**src/rtl/csi2_pkg.sv**
```systemverilog
// Shared CSI-2 definitions: data-type codes, header field positions and the
// depacketizer state encoding.
package csi2_pkg;

  localparam logic [5:0] DT_FS   = 6'h00;
  localparam logic [5:0] DT_FE   = 6'h01;
  localparam logic [5:0] DT_RAW8 = 6'h2A;

  // Packet header layout: DI = {VC, DT}, WC little-endian, ECC on top.
  localparam int DI_LSB  = 0;
  localparam int DT_MSB  = 5;
  localparam int VC_LSB  = 6;
  localparam int DI_MSB  = 7;
  localparam int WC_LSB  = 8;
  localparam int WC_MSB  = 23;
  localparam int ECC_LSB = 24;
  localparam int ECC_MSB = 31;

  typedef enum logic [1:0] {
    ST_IDLE,
    ST_PAYLOAD,
    ST_DROP
  } state_t;

  // Byte enables for a payload word given the bytes still owed on the line.
  function automatic logic [3:0] be_for_rem(input logic [15:0] rem);
    logic [3:0] be;
    if (rem >= 16'd4) begin
      be = 4'hF;
    end else begin
      case (rem[1:0])
        2'd1:    be = 4'h1;
        2'd2:    be = 4'h3;
        2'd3:    be = 4'h7;
        default: be = 4'h0;
      endcase
    end
    return be;
  endfunction

endpackage

```
**src/rtl/csi2_hdr_decode.sv**
```systemverilog
// Combinational CSI-2 packet header classifier, shared by the depacketizers.
// Only the first matching flag matters to consumers; ECC failure masks all others.
module csi2_hdr_decode #(
  parameter logic [5:0] DT_RAW8 = csi2_pkg::DT_RAW8,
  parameter int         MAX_WC  = 4096
) (
  input  logic [31:0] hdr,
  input  logic        hdr_ok,
  output logic        is_fs,
  output logic        is_fe,
  output logic        is_raw8_ok,
  output logic        len_err,
  output logic        ecc_err,
  output logic [15:0] wc
);
  import csi2_pkg::*;

  logic [5:0] dt;
  logic       wc_legal;
  logic       unused_bits;

  always_comb begin
    dt         = hdr[DT_MSB:DI_LSB];
    wc         = hdr[WC_MSB:WC_LSB];
    wc_legal   = (wc != 16'd0) && (int'(wc) <= MAX_WC);
    ecc_err    = !hdr_ok;
    is_fs      = hdr_ok && (dt == DT_FS);
    is_fe      = hdr_ok && (dt == DT_FE);
    is_raw8_ok = hdr_ok && (dt == DT_RAW8) && wc_legal;
    len_err    = hdr_ok && (dt == DT_RAW8) && !wc_legal;
  end

  // Virtual channel and ECC byte are consumed upstream.
  assign unused_bits = ^{hdr[ECC_MSB:ECC_LSB], hdr[DI_MSB:VC_LSB]};

endmodule

```
**src/rtl/csi2_raw8_depacketizer.sv**
```systemverilog
// RAW8 CSI-2 depacketizer: decodes headers, tracks FS/FE and emits payload as
// 4-pixel words tagged with byte enables, column and line; the CRC is dropped.
module csi2_raw8_depacketizer #(
  parameter logic [5:0] DT_RAW8 = csi2_pkg::DT_RAW8,
  parameter int         MAX_WC  = 4096,
  parameter int         LINE_W  = 16
) (
  input  logic              clk,
  input  logic              reset,
  input  logic              stop,
  input  logic              in_valid,
  input  logic              in_first,
  input  logic              in_hdr_ok,
  input  logic [31:0]       in_data,
  output logic              px_valid,
  output logic [31:0]       px_data,
  output logic [3:0]        px_be,
  output logic [LINE_W-1:0] px_col,
  output logic [LINE_W-1:0] px_line,
  output logic              frame_start,
  output logic              frame_end,
  output logic              line_end,
  output logic              err_ecc,
  output logic              err_len,
  output logic              err_trunc,
  output logic              busy
);
  import csi2_pkg::*;

  state_t            state, state_nx;
  logic [15:0]       rem, rem_nx;
  logic [LINE_W-1:0] col, col_nx, line, line_nx;

  logic              is_fs, is_fe, is_raw8_ok, len_err, ecc_err;
  logic [15:0]       hdr_wc;
  logic              hdr_word, pay_word;

  logic              px_valid_nx, frame_start_nx, frame_end_nx, line_end_nx;
  logic              err_ecc_nx, err_len_nx, err_trunc_nx;
  logic [31:0]       px_data_nx;
  logic [3:0]        px_be_nx;
  logic [LINE_W-1:0] px_col_nx, px_line_nx;

  csi2_hdr_decode #(
    .DT_RAW8 (DT_RAW8),
    .MAX_WC  (MAX_WC)
  ) u_hdr_decode (
    .hdr        (in_data),
    .hdr_ok     (in_hdr_ok),
    .is_fs      (is_fs),
    .is_fe      (is_fe),
    .is_raw8_ok (is_raw8_ok),
    .len_err    (len_err),
    .ecc_err    (ecc_err),
    .wc         (hdr_wc)
  );

  // A header is honoured in IDLE and also mid-payload (that truncates the line).
  assign hdr_word = in_valid && in_first && (state != ST_DROP);
  assign pay_word = in_valid && !in_first && (state == ST_PAYLOAD);

  always_ff @(posedge clk) begin
    if (reset) begin
      state <= ST_IDLE;
    end else begin
      state <= state_nx;
    end
  end

  always_comb begin
    state_nx = state;
    if (stop) begin
      state_nx = ST_IDLE;
    end else if (hdr_word) begin
      state_nx = is_raw8_ok ? ST_PAYLOAD : ST_DROP;
    end else if (pay_word && (rem <= 16'd4)) begin
      state_nx = ST_DROP;
    end
  end

  always_comb begin
    px_valid_nx    = 1'b0;
    px_data_nx     = px_data;
    px_be_nx       = 4'h0;
    px_col_nx      = px_col;
    px_line_nx     = px_line;
    frame_start_nx = 1'b0;
    frame_end_nx   = 1'b0;
    line_end_nx    = 1'b0;
    err_ecc_nx     = 1'b0;
    err_len_nx     = 1'b0;
    err_trunc_nx   = 1'b0;
    rem_nx         = rem;
    col_nx         = col;
    line_nx        = line;
    if (stop) begin
      err_trunc_nx = (state == ST_PAYLOAD) && (rem != 16'd0);
    end else if (hdr_word) begin
      err_trunc_nx = (state == ST_PAYLOAD);
      if (ecc_err) begin
        err_ecc_nx = 1'b1;
      end else if (is_fs) begin
        frame_start_nx = 1'b1;
        line_nx        = '0;
      end else if (is_fe) begin
        frame_end_nx = 1'b1;
      end else if (is_raw8_ok) begin
        rem_nx = hdr_wc;
        col_nx = '0;
      end else if (len_err) begin
        err_len_nx = 1'b1;
      end
    end else if (pay_word) begin
      px_valid_nx = 1'b1;
      px_data_nx  = in_data;
      px_be_nx    = be_for_rem(rem);
      px_col_nx   = col;
      px_line_nx  = line;
      col_nx      = col + LINE_W'(4);
      rem_nx      = (rem >= 16'd4) ? (rem - 16'd4) : 16'd0;
      if (rem <= 16'd4) begin
        line_end_nx = 1'b1;
        line_nx     = line + LINE_W'(1);
      end
    end
  end

  always_ff @(posedge clk) begin
    if (reset) begin
      rem         <= '0;
      col         <= '0;
      line        <= '0;
      px_valid    <= 1'b0;
      px_data     <= '0;
      px_be       <= '0;
      px_col      <= '0;
      px_line     <= '0;
      frame_start <= 1'b0;
      frame_end   <= 1'b0;
      line_end    <= 1'b0;
      err_ecc     <= 1'b0;
      err_len     <= 1'b0;
      err_trunc   <= 1'b0;
    end else begin
      rem         <= rem_nx;
      col         <= col_nx;
      line        <= line_nx;
      px_valid    <= px_valid_nx;
      px_data     <= px_data_nx;
      px_be       <= px_be_nx;
      px_col      <= px_col_nx;
      px_line     <= px_line_nx;
      frame_start <= frame_start_nx;
      frame_end   <= frame_end_nx;
      line_end    <= line_end_nx;
      err_ecc     <= err_ecc_nx;
      err_len     <= err_len_nx;
      err_trunc   <= err_trunc_nx;
    end
  end

  assign busy = (state != ST_IDLE);

endmodule

```
**config.mk**
```make
export PLATFORM = sky130hd
export DESIGN_NAME = csi2_raw8_depacketizer
export DESIGN_NICKNAME = d
export VERILOG_FILES = /design/src/rtl/csi2_pkg.sv /design/src/rtl/csi2_hdr_decode.sv /design/src/rtl/csi2_raw8_depacketizer.sv
export SDC_FILE = /design/constraint.sdc
export NUM_CORES = 1
export LEC_CHECK = 0
export BUFFER_PORTS_ARGS = -buffer_cell sky130_fd_sc_hd__buf_2
export CORE_ASPECT_RATIO = 1.25
export CORE_MARGIN = 3
export CORE_UTILIZATION = 54
export DETAILED_ROUTE_END_ITERATION = 10
export PLACE_DENSITY = 0.82
export SETUP_SLACK_MARGIN = 0.2
export SLEW_MARGIN = 20
export SYNTH_ARGS = -nofsm -noshare
export SYNTH_HDL_FRONTEND = slang
export SYNTH_HIERARCHICAL = 1
export SYNTH_SLANG_ARGS = --single-unit
```
**constraint.sdc**
```tcl
create_clock -name clk -period 4.1 [get_ports clk]
set_clock_uncertainty 0.15 [all_clocks]
set_input_delay 0.82 -clock clk [delete_from_list [all_inputs] [get_ports clk]]
set_output_delay 0.82 -clock clk [all_outputs]
set_load 0.01 [all_outputs]
```
==> results.py, run 1 <==
metrics = {
    "cts": {
        "cts_max_path_buffers": 2,
        "path_clk_slew_ps": 50,
        "cts_resized": 0,
        "htree_levels": 4,
        "cts_sinks": 121,
        "clock-root-buffer": "clkbuf_16",
        "cts_tree": "done",
        "numCtsBuffers": 17,
        "ctsHoldBuffers": 0,
        "cts_setup_buffers": 0,
        "clkLatencyLatePin_ps": 410,
    },
    "routing": {
        "route.met2.wl_um": 6790,
        "wire_per_inst_um": 15.80,
        "drc": 0,
        "highest_layer": "met4",
        "routed_wl_um": 14030,
        "initialDrtViolationCount": 389,
        "vias_per_cell": 5.735,
        "vias": 5093,
        "first_pass_iters": 5,
        "wl_met3_um": 1027,
        "wl_met1_um": 5806,
        "drtAntennaViolNets": 0,
    },
    "timing": {
        "setup_viol_count_final": 0,
        "slew_viol_final": 0,
        "fin_hold_ws_ps": 297.9,
        "grt_setup_unrepaired": "no",
        "slew_headroom": 0.3952,
        "hold_viol_final": 0,
        "fin_crit_ps": 3526,
        "tightest_slew_ps": 907.2,
        "setup_ws_ps": 573.6,
        "fmax_mhz": 283.6,
        "period_share": 0.8601,
        "tns_ps": 0,
    },
    "global_routing": {
        "grt_usage": 0.2630,
        "grt_overflow_total": 0,
        "first_global_vias": 4802,
        "grt_max_degree": 48,
        "antenna_found_initial": 1,
        "grt_pass1_wl_um": 22990,
    },
    "power": {
        "p_leak_nw": 2.513,
        "p_total_w": 0.002713,
        "pwr_density_cell_nw_per_um2": 423.2,
        "ir_worst_vdd_mv": 0.2882,
    },
    "synth": {
        "synth_cells": 664,
        "synthesis.area_um2": 5304,
        "syn_avg_cell_area_um2": 7.988,
        "ys_ff_latch": 121,
        "yosysSeqAreaShare": 0.4567,
        "synth_ff_type": "dfxtp_1",
        "synth_edf_count": 0,
        "ys_types": 58,
        "yosys_warnings": 6,
        "postSynth.asyncResetShare": 0,
    },
    "critical_path": {
        "slowest_delay_ps": 510,
        "endpoint_kind": "flip-flop",
        "cp.arrival_ps": 3670,
        "critPathSlowestCell": "nor4_1",
        "path_buf_inv": 3,
        "path_delay_family": "simple AND/OR/NAND/NOR gates",
        "required_ps": 4240,
        "start_kind": "input pin",
        "cp_cell_sequence": "buf_2 -> nor4_1 -> a31oi_1 -> nor4b_1 -> buf_4 -> nor3b_1 -> buf_4 -> or3_1 -> nand2_1 -> o311ai_0 -> nand2_1",
        "path_class": "in -> reg",
        "crit_fanout": 17,
    },
    "floorplan": {
        "ios": 114,
        "core_um2": 9369,
        "chipHeight_um": 116.8,
        "die_width_um": 94.64,
        "die_area_um2": 11050,
        "start_util": 0.5661,
        "rows": 39,
    },
    "run_status": {
        "status": "finished, final reports clean",
    },
    "placed_design": {
        "port_buffers": 111,
        "pre_cts_ws_ps": 240.0,
        "dp_hpwl_um": 9700,
        "gp_congestion": 0.8872,
    },
    "finish": {
        "nets": 793,
        "drive_gt1_frac": 0.2199,
        "syn_to_final_growth_pct": 20.88,
    },
    "run": {
        "max_cap_viol_count": 0,
    },
    "hold_path": {
        "hold_path.class": "reg -> reg",
    },
}
[synth_stat cells, types with 2 or more instances]
cell	count	area, µm²
or2_2	6	37.54
or3b_2	2	17.52
or3_1	11	68.82
nor2_1	34	127.6
o21ai_0	14	70.07
a221oi_1	2	17.52
nand2_1	160	600.6
inv_1	13	48.80
nand4_1	7	43.79
xnor2_1	7	61.31
nor4b_1	5	43.79
ha_1	4	50.05
nand2b_1	2	12.51
and4_1	3	26.28
a21oi_1	98	490.5
nor4_2	2	25.02
buf_2	3	15.01
xor2_1	3	26.28
and2_1	4	25.02
clkbuf_1	30	112.6
o21a_1	2	15.01
and3_1	4	25.02
nand3b_1	2	15.01
a22oi_1	8	60.06
mux2i_1	5	50.05
dfxtp_1	121	2422
o31ai_1	7	52.55
or4_1	10	75.07
o21ai_1	2	10.01
or4b_2	2	20.02
a211oi_1	2	15.01
o211a_1	3	30.03
nand3_1	17	85.08
nor4_1	13	81.33
buf_4	18	135.1
a31oi_1	8	50.05
nor3_1	8	40.04
o31a_1	2	17.52
[worst min-delay path, delay by kind of cell (launching register included)]
family,cells,cell delay (ps)
DFF,1,300
and+or+nand+nor,1,50
AOI/OAI and AO/OA,1,50
[cells by family (layout without fill, tap and decap cells)]
family | after synthesis | count (layout) | share of synthesized area
buf+inv | 66 | 165 | 0.06157
compound gates | 156 | 156 | 0.1701
flops | 121 | 121 | 0.4567
xor+xnor | 10 | 10 | 0.01651
other cells | 1 | 3 | 0.0007070
simple gates | 301 | 301 | 0.2755
mux | 5 | 5 | 0.009437
fa+ha+maj | 4 | 4 | 0.009437
[power breakdown]
| group | internal, W | leakage [nW] | switching (W) | total, W |
|---|---|---|---|---|
| Sequential | 0.00118 | 0.974 | 0.000000915 | 0.00118 |
| Clock | 0.000919 | 0.270 | 0.000529 | 0.00145 |
| Combinational | 0.0000271 | 1.27 | 0.0000593 | 0.0000864 |
[final timing paths]
path	from	endpoint	slack (ps)	depth (start not counted)
setup / recovery	in_data[14]	col[11]	570	11
hold reg to reg	px_line[12]	px_line[12]	300	2
setup reg to reg	rem[7]	rem[6]	1380	5
hold / removal	px_line[12]	px_line[12]	300	2
[routing by layer]
metal  vias up  global-route usage
met4         0              0.1415
met5         -                   0
met1      2374              0.3146
met3        36             0.07353
li1       2475                   -
met2       208              0.4285
[per-stage QoR]
step           instances  area [µm²]    util
6_report             888        6411  0.6843
5_1_grt              888        6411  0.6843
4_1_cts              887        6409  0.6840
3_5_place_dp         855        5827  0.6219
3_3_place_gp         855        5827  0.6219
2_1_floorplan        665        5308       -
[placed cells by master, fill, tap and decap left out, drive strengths merged, types with 6 or more instances in the layout]
cell type,Yosys,routed
nor4,16,16
or3,11,11
or2,7,7
nor3,8,8
o21ai,16,16
xnor2,7,7
buf,23,120
inv,13,13
nand2,160,160
o31ai,7,7
clkinvlp,0,6
nand3,17,17
or4,10,10
a31oi,8,8
dfxtp,121,121
nand4,7,7
clkbuf,30,20
nor2,34,34
a21oi,99,99
a22oi,8,8
[cell type report]
type                    count  area (µm²)
clock inverters            12       125.1
fillers                   784        2958
diodes                      1       2.502
multi-input cells         478        2566
repair buffers            120       635.6
flip-flops and latches    121        2422
inverters                  13       48.80
well taps                 123       153.9
clock buffers              20       456.7
[flip-flops by register name (all words and copies together) (netlist names)]
register / flops
col: 14
px_line: 16
px_valid: 1
frame_end: 1
state: 2
line_end: 1
frame_start: 1
err_ecc: 1
px_data: 32
err_len: 1
line: 16
px_col: 14
err_trunc: 1
px_be: 4
rem: 16
(Power assumes the default switching activity.)
==> run 2, diff against run 1 <==
--- a/config.mk
+++ b/config.mk
@@ -5,12 +5,13 @@
 export SDC_FILE = /design/constraint.sdc
 export NUM_CORES = 1
 export LEC_CHECK = 0
+export ABC_AREA = 1
 export BUFFER_PORTS_ARGS = -buffer_cell sky130_fd_sc_hd__buf_2
 export CORE_ASPECT_RATIO = 1.25
 export CORE_MARGIN = 3
-export CORE_UTILIZATION = 54
+export CORE_UTILIZATION = 56
 export DETAILED_ROUTE_END_ITERATION = 10
-export PLACE_DENSITY = 0.82
+export PLACE_DENSITY = 0.84
 export SETUP_SLACK_MARGIN = 0.2
 export SLEW_MARGIN = 20
 export SYNTH_ARGS = -nofsm -noshare
==> results.py, run 2 <==
metrics = {
    "run_status": {
        "status": "finished, final reports clean",
    },
    "global_routing": {
        "grt_overflow_total": 0,
        "antenna_found_initial": 0,
        "first_global_vias": 5179,
        "grt_max_degree": 49,
        "grt_usage": 0.2449,
        "grt_pass1_wl_um": 23760,
    },
    "cts": {
        "clkLatencyLatePin_ps": 420,
        "cts_setup_buffers": 0,
        "cts_sinks": 121,
        "cts_tree": "done",
        "path_clk_slew_ps": 50,
        "cts_max_path_buffers": 2,
        "cts_resized": 0,
        "clock-root-buffer": "clkbuf_16",
        "numCtsBuffers": 17,
        "ctsHoldBuffers": 0,
        "htree_levels": 4,
    },
    "synth": {
        "synth-simple-area-share": 0.3534,
        "synth_top_cell_by_area": "dfxtp_1",
        "synth_edf_count": 0,
        "synth_xor_area_frac": 0.01484,
        "synth_common_cells": "nor2_1, nand2_1, dfxtp_1",
        "synth_top_family_by_area": "simple AND/OR/NAND/NOR gates",
        "synthAdderAreaFrac": 0.008480,
        "ys_types": 43,
        "synth_cells": 836,
        "synthesis.area_um2": 5902,
        "synth_ff_type": "dfxtp_1",
        "synth_top_area_share": 0.4104,
        "ys_ff_latch": 121,
        "synthMuxAreaShare": 0,
        "syn_avg_cell_area_um2": 7.060,
        "postSynth.asyncResetShare": 0,
        "synth_compound_area_frac": 0.1149,
        "ys_top_cells_by_area": "dfxtp_1, nor2_1, nand2_1",
        "synth.most_common_cell": "nor2_1",
        "yosysSeqAreaShare": 0.4104,
        "yosys_warnings": 6,
    },
    "timing": {
        "tightest_slew_ps": 701.2,
        "grt_setup_unrepaired": "no",
        "hold_viol_final": 0,
        "period_share": 0.6817,
        "fin_crit_ps": 2795,
        "fmax_mhz": 357.8,
        "tns_ps": 0,
        "slew_headroom": 0.5314,
        "setup_viol_count_final": 0,
        "slew_viol_final": 0,
    },
    "routing": {
        "first_pass_iters": 4,
        "vias": 5550,
        "drtAntennaViolNets": 0,
        "routed_wl_um": 13920,
        "drc": 0,
        "initialDrtViolationCount": 208,
        "wire_per_inst_um": 13.11,
        "vias_per_cell": 5.226,
    },
    "critical_path": {
        "required_ps": 4250,
        "cp.arrival_ps": 2940,
        "slowest_delay_ps": 550,
        "crit_top_cell": "nand2_1",
        "crit_fanout": 30,
        "cp_cell_sequence": "buf_2 -> nor2_1 -> nand2_1 -> nor2_2 -> nand2_1 -> nand2_1 -> nand2_1 -> nor2_1 -> inv_1 -> o211ai_2 -> nand2_2 -> nor2_4 -> nand3_1 -> nand2_1 -> a21oi_1",
        "endpoint_kind": "flip-flop",
        "start_kind": "input pin",
        "critPathSlowestCell": "nor2_4",
        "path_class": "in -> reg",
    },
    "finish": {
        "fill_cells": 908,
        "final_area_um2": 6958,
        "stdcell_count": 1062,
        "drive_gt1_frac": 0.2122,
        "final_common_cell": "nor2_1",
        "n_antenna_cell": 0,
        "largest_reg_flops": 32,
        "syn_to_final_growth_pct": 17.89,
        "final_cell_mix": "nor2_1, nand2_1, dfxtp_1",
        "nets": 962,
        "registers.top_by_ff_count": "px_data",
    },
    "power": {
        "pwr_density_cell_nw_per_um2": 416.8,
        "sw_frac_of_total": 0.2336,
        "combPwrFrac": 0.055,
        "p_switching_w": 0.0006774,
        "p_leak_nw": 3.239,
        "p_total_w": 0.002900,
        "power_frac_seq": 0.408,
        "clkPwrFrac": 0.537,
        "p_int_w": 0.002223,
        "ir_worst_vdd_mv": 0.2261,
    },
    "floorplan": {
        "core_um2": 10210,
        "die_width_um": 97.82,
        "chipHeight_um": 120.8,
        "start_util": 0.5781,
        "ios": 114,
        "rows": 41,
        "die_area_um2": 11810,
    },
    "placed_design": {
        "dp_hpwl_um": 9527,
        "placed_cell_area_um2": 6339,
        "dp_cells": 1030,
        "port_buffers": 111,
        "gp_congestion": 0.8889,
    },
    "run": {
        "max_cap_viol_count": 0,
    },
    "hold_path": {
        "hold_path.class": "reg -> reg",
    },
}
-- run 2: power groups by stage --
stage | clock, W | sequential, W | combinational [W]
after global routing | 0.00162 | 0.00118 | 0.000178
after floorplan | 0 | 0.00121 | 0.000123
after global placement | 0 | 0.00121 | 0.000155
after CTS | 0.00157 | 0.00118 | 0.000159
final | 0.00156 | 0.00118 | 0.000159
after detailed placement | 0 | 0.00121 | 0.000157
-- run 2: cell type report --
cell class                 instances  area [µm²]  area share
inverter                          67       252.7     0.03632
timing repair buffer             116       593.1     0.08524
multi-input combinational        597        2909      0.4181
sequential                       121        2422      0.3481
clock inverter                    13       166.4     0.02392
clock buffer                      19       452.9     0.06510
tap                              129       161.4     0.02320
-- run 2: final timing paths --
path	cells after the start	from	to	slack, ps
hold reg to reg	2	col[7]	col[7]	330
hold / removal	2	col[7]	col[7]	330
setup reg to reg	9	state[0]	col[5]	1890
setup / recovery	15	in_data[9]	col[13]	1300
-- run 2: kinds of logic (layout without fill, tap and decap cells) --
logic type               count (synthesis)  in the layout
AO/OA/AOI/OAI                          129            129
XOR/XNOR                                10             10
adder cells (fa/ha/maj)                  4              4
buffers and inverters                  119            215
flip-flops                             121            121
other                                    1              2
AND/OR/NAND/NOR                        452            452
-- run 2: metrics by stage --
step / util / setup slack [ps] / hold slack (ps)
after detailed placement: 0.6209 / 918.3 / 311.8
final: 0.6816 / 1305 / 332.3
after global routing: 0.6816 / 975.5 / 352.0
after floorplan: - / 1629 / 289.3
after global placement: 0.6209 / 1016 / 299.4
after CTS: 0.6816 / 1317 / 328.2
-- run 2: layer usage --
| metal | vias up | track usage | routed length (µm) |
|---|---|---|---|
| met5 | - | 0 | 0 |
| met4 | 0 | 0.1177 | 354 |
| met3 | 36 | 0.05251 | 796 |
| met2 | 161 | 0.4135 | 6843 |
| met1 | 2513 | 0.2953 | 5926 |
| li1 | 2840 | - | - |
-- run 2: worst max-delay path: cells and delay by family --
kind	cells	cell delay, ps
AND/OR/NAND/NOR	11	1580
AO/OA/AOI/OAI	2	310
buffers and inverters	2	200
==> run 3, diff against run 2 <==
--- a/config.mk
+++ b/config.mk
@@ -9,9 +9,9 @@
 export BUFFER_PORTS_ARGS = -buffer_cell sky130_fd_sc_hd__buf_2
 export CORE_ASPECT_RATIO = 1.25
 export CORE_MARGIN = 3
-export CORE_UTILIZATION = 56
+export CORE_UTILIZATION = 50
 export DETAILED_ROUTE_END_ITERATION = 10
-export PLACE_DENSITY = 0.84
+export PLACE_DENSITY = 0.79
 export SETUP_SLACK_MARGIN = 0.2
 export SLEW_MARGIN = 20
 export SYNTH_ARGS = -nofsm -noshare
==> constraint.sdc (replaced) <==
create_clock -name clk -period 2.55 [get_ports clk]
set_clock_uncertainty 0.15 [all_clocks]
set_input_delay 0.51 -clock clk [delete_from_list [all_inputs] [get_ports clk]]
set_output_delay 0.51 -clock clk [all_outputs]
set_load 0.01 [all_outputs]
==> results.py, run 3 (synthesis results as in run 2) <==
metrics = {
    "critical_path": {
        "required_ps": 2690,
        "cp.arrival_ps": 2250,
        "crit_fanout": 15,
        "path_class": "in -> reg",
        "endpoint_kind": "flip-flop",
        "start_kind": "input pin",
    },
    "timing": {
        "slew_viol_final": 0,
        "setup_ws_ps": 442.1,
        "setup_viol_count_final": 0,
        "period_share": 0.8266,
        "slew_headroom": 0.6217,
        "tightest_slew_ps": 562.8,
        "hold_viol_final": 0,
        "grt_setup_unrepaired": "no",
        "fmax_mhz": 474.4,
        "fin_crit_ps": 2108,
        "fin_hold_ws_ps": 173.6,
        "tns_ps": 0,
    },
    "cts": {
        "ctsHoldBuffers": 0,
        "clock-root-buffer": "clkbuf_16",
        "path_clk_slew_ps": 50,
        "cts_max_path_buffers": 2,
        "cts_tree": "done",
        "htree_levels": 4,
        "numCtsBuffers": 17,
        "cts_sinks": 121,
        "clkLatencyLatePin_ps": 410,
    },
    "global_routing": {
        "grt_overflow_total": 0,
        "first_global_vias": 5214,
        "grt_pass1_wl_um": 23670,
        "antenna_found_initial": 0,
        "grt_usage": 0.2229,
        "grt_max_degree": 67,
    },
    "routing": {
        "wire_per_inst_um": 13.23,
        "routed_wl_um": 14250,
        "vias_per_cell": 5.185,
        "vias": 5584,
        "initialDrtViolationCount": 225,
        "first_pass_iters": 5,
        "drc": 0,
        "drtAntennaViolNets": 0,
    },
    "finish": {
        "final_cell_mix": "nor2_1, nand2_1, dfxtp_1",
        "register_area_um2": 2422,
        "multi_input_area_um2": 2920,
        "final_area_um2": 7132,
        "nets": 972,
        "syn_to_final_growth_pct": 20.84,
        "registers.top_by_ff_count": "px_data",
        "n_antenna_cell": 0,
        "drive_gt1_frac": 0.2208,
        "largest_reg_flops": 32,
        "final_common_cell": "nor2_1",
        "fill_cells": 1027,
    },
    "floorplan": {
        "start_util": 0.5224,
        "core_um2": 11300,
        "rows": 43,
        "ios": 114,
        "die_width_um": 103.2,
        "chipHeight_um": 127.5,
        "die_area_um2": 13150,
    },
    "run": {
        "max_cap_viol_count": 0,
    },
    "placed_design": {
        "port_buffers": 111,
        "pre_cts_ws_ps": -19.57,
        "gp_congestion": 0.9176,
        "dp_hpwl_um": 9834,
        "placed_cell_area_um2": 6431,
    },
    "power": {
        "p_leak_nw": 3.335,
        "pwr_density_cell_nw_per_um2": 669.9,
        "ir_worst_vdd_mv": 0.4585,
        "p_total_w": 0.004778,
    },
    "hold_path": {
        "hold_path.class": "in -> reg",
    },
    "run_status": {
        "status": "finished, final reports clean",
    },
}
[run 3: changes by cell type in the layout (fill, tap and decap cells not counted), moves of 2 or more]
cell        change
buf_12          +2
clkinvlp_4      -3
inv_6           -4
buf_4           +7
clkbuf_8        +5
[run 3: what timing repair did]
action | 4_1_cts | 5_1_grt
setup buffers | 0 | 1
endpoints found under the setup margin | 0 | 19
gates resized for setup | 0 | 2
[run 3: routing by layer]
| metal | vias to the layer above | GRT usage | wire length (µm) |
|---|---|---|---|
| li1 | 2859 | - | - |
| met1 | 2554 | 0.2684 | 6043 |
| met2 | 144 | 0.3812 | 7268 |
| met3 | 27 | 0.05079 | 643 |
| met4 | 0 | 0.08384 | 293 |
| met5 | - | 0 | 0 |
[run 3: cell type report]
cell class,count,share of cell area
clock buffers,24,0.07316
clock inverters,7,0.01895
repair buffers,126,0.09965
well taps,135,0.02368
multi-input cells,597,0.4095
inverters,67,0.03544
flip-flops and latches,121,0.3396
[run 3: where the power goes]
part / switching, W / internal, W / total [W] / leakage [nW]
clock network: 0.000798 / 0.00181 / 0.00260 / 0.328
registers: 0.00000615 / 0.00190 / 0.00190 / 0.974
logic: 0.000178 / 0.0000917 / 0.000270 / 2.03
total: 0.000982 / 0.00380 / 0.00478 / 3.33
[run 3: stage by stage]
| stage | util | std cells |
|---|---|---|
| 3_5_place_dp | 0.5692 | 1044 |
| 2_1_floorplan | - | 837 |
| 3_3_place_gp | 0.5692 | 1044 |
| 5_1_grt | 0.6312 | 1077 |
| 4_1_cts | 0.6274 | 1075 |
| 6_report | 0.6312 | 1077 |
[run 3: path summary, 6_finish.rpt]
path	startpoint	endpoint	slack, ps	cells after the start
hold reg to reg	line[15]	px_line[15]	330	2
setup reg to reg	rem[2]	line[1]	570	11
setup / recovery	in_data[9]	rem[15]	440	16
hold / removal	in_data[26]	px_data[26]	170	3
[run 3: critical path: stages]
cell and delay [ps]:
buf_2 120, nor2_1 100, nand2_1 70, nor2_2 150, nand2_1 80, nand2_1 60
nand2_1 70, nor2_2 100, inv_1 100, o211ai_4 220, nand2_2 90, nor2_4 170
clkbuf_16 190, nor2_1 50, nor2_1 90, a21oi_1 70
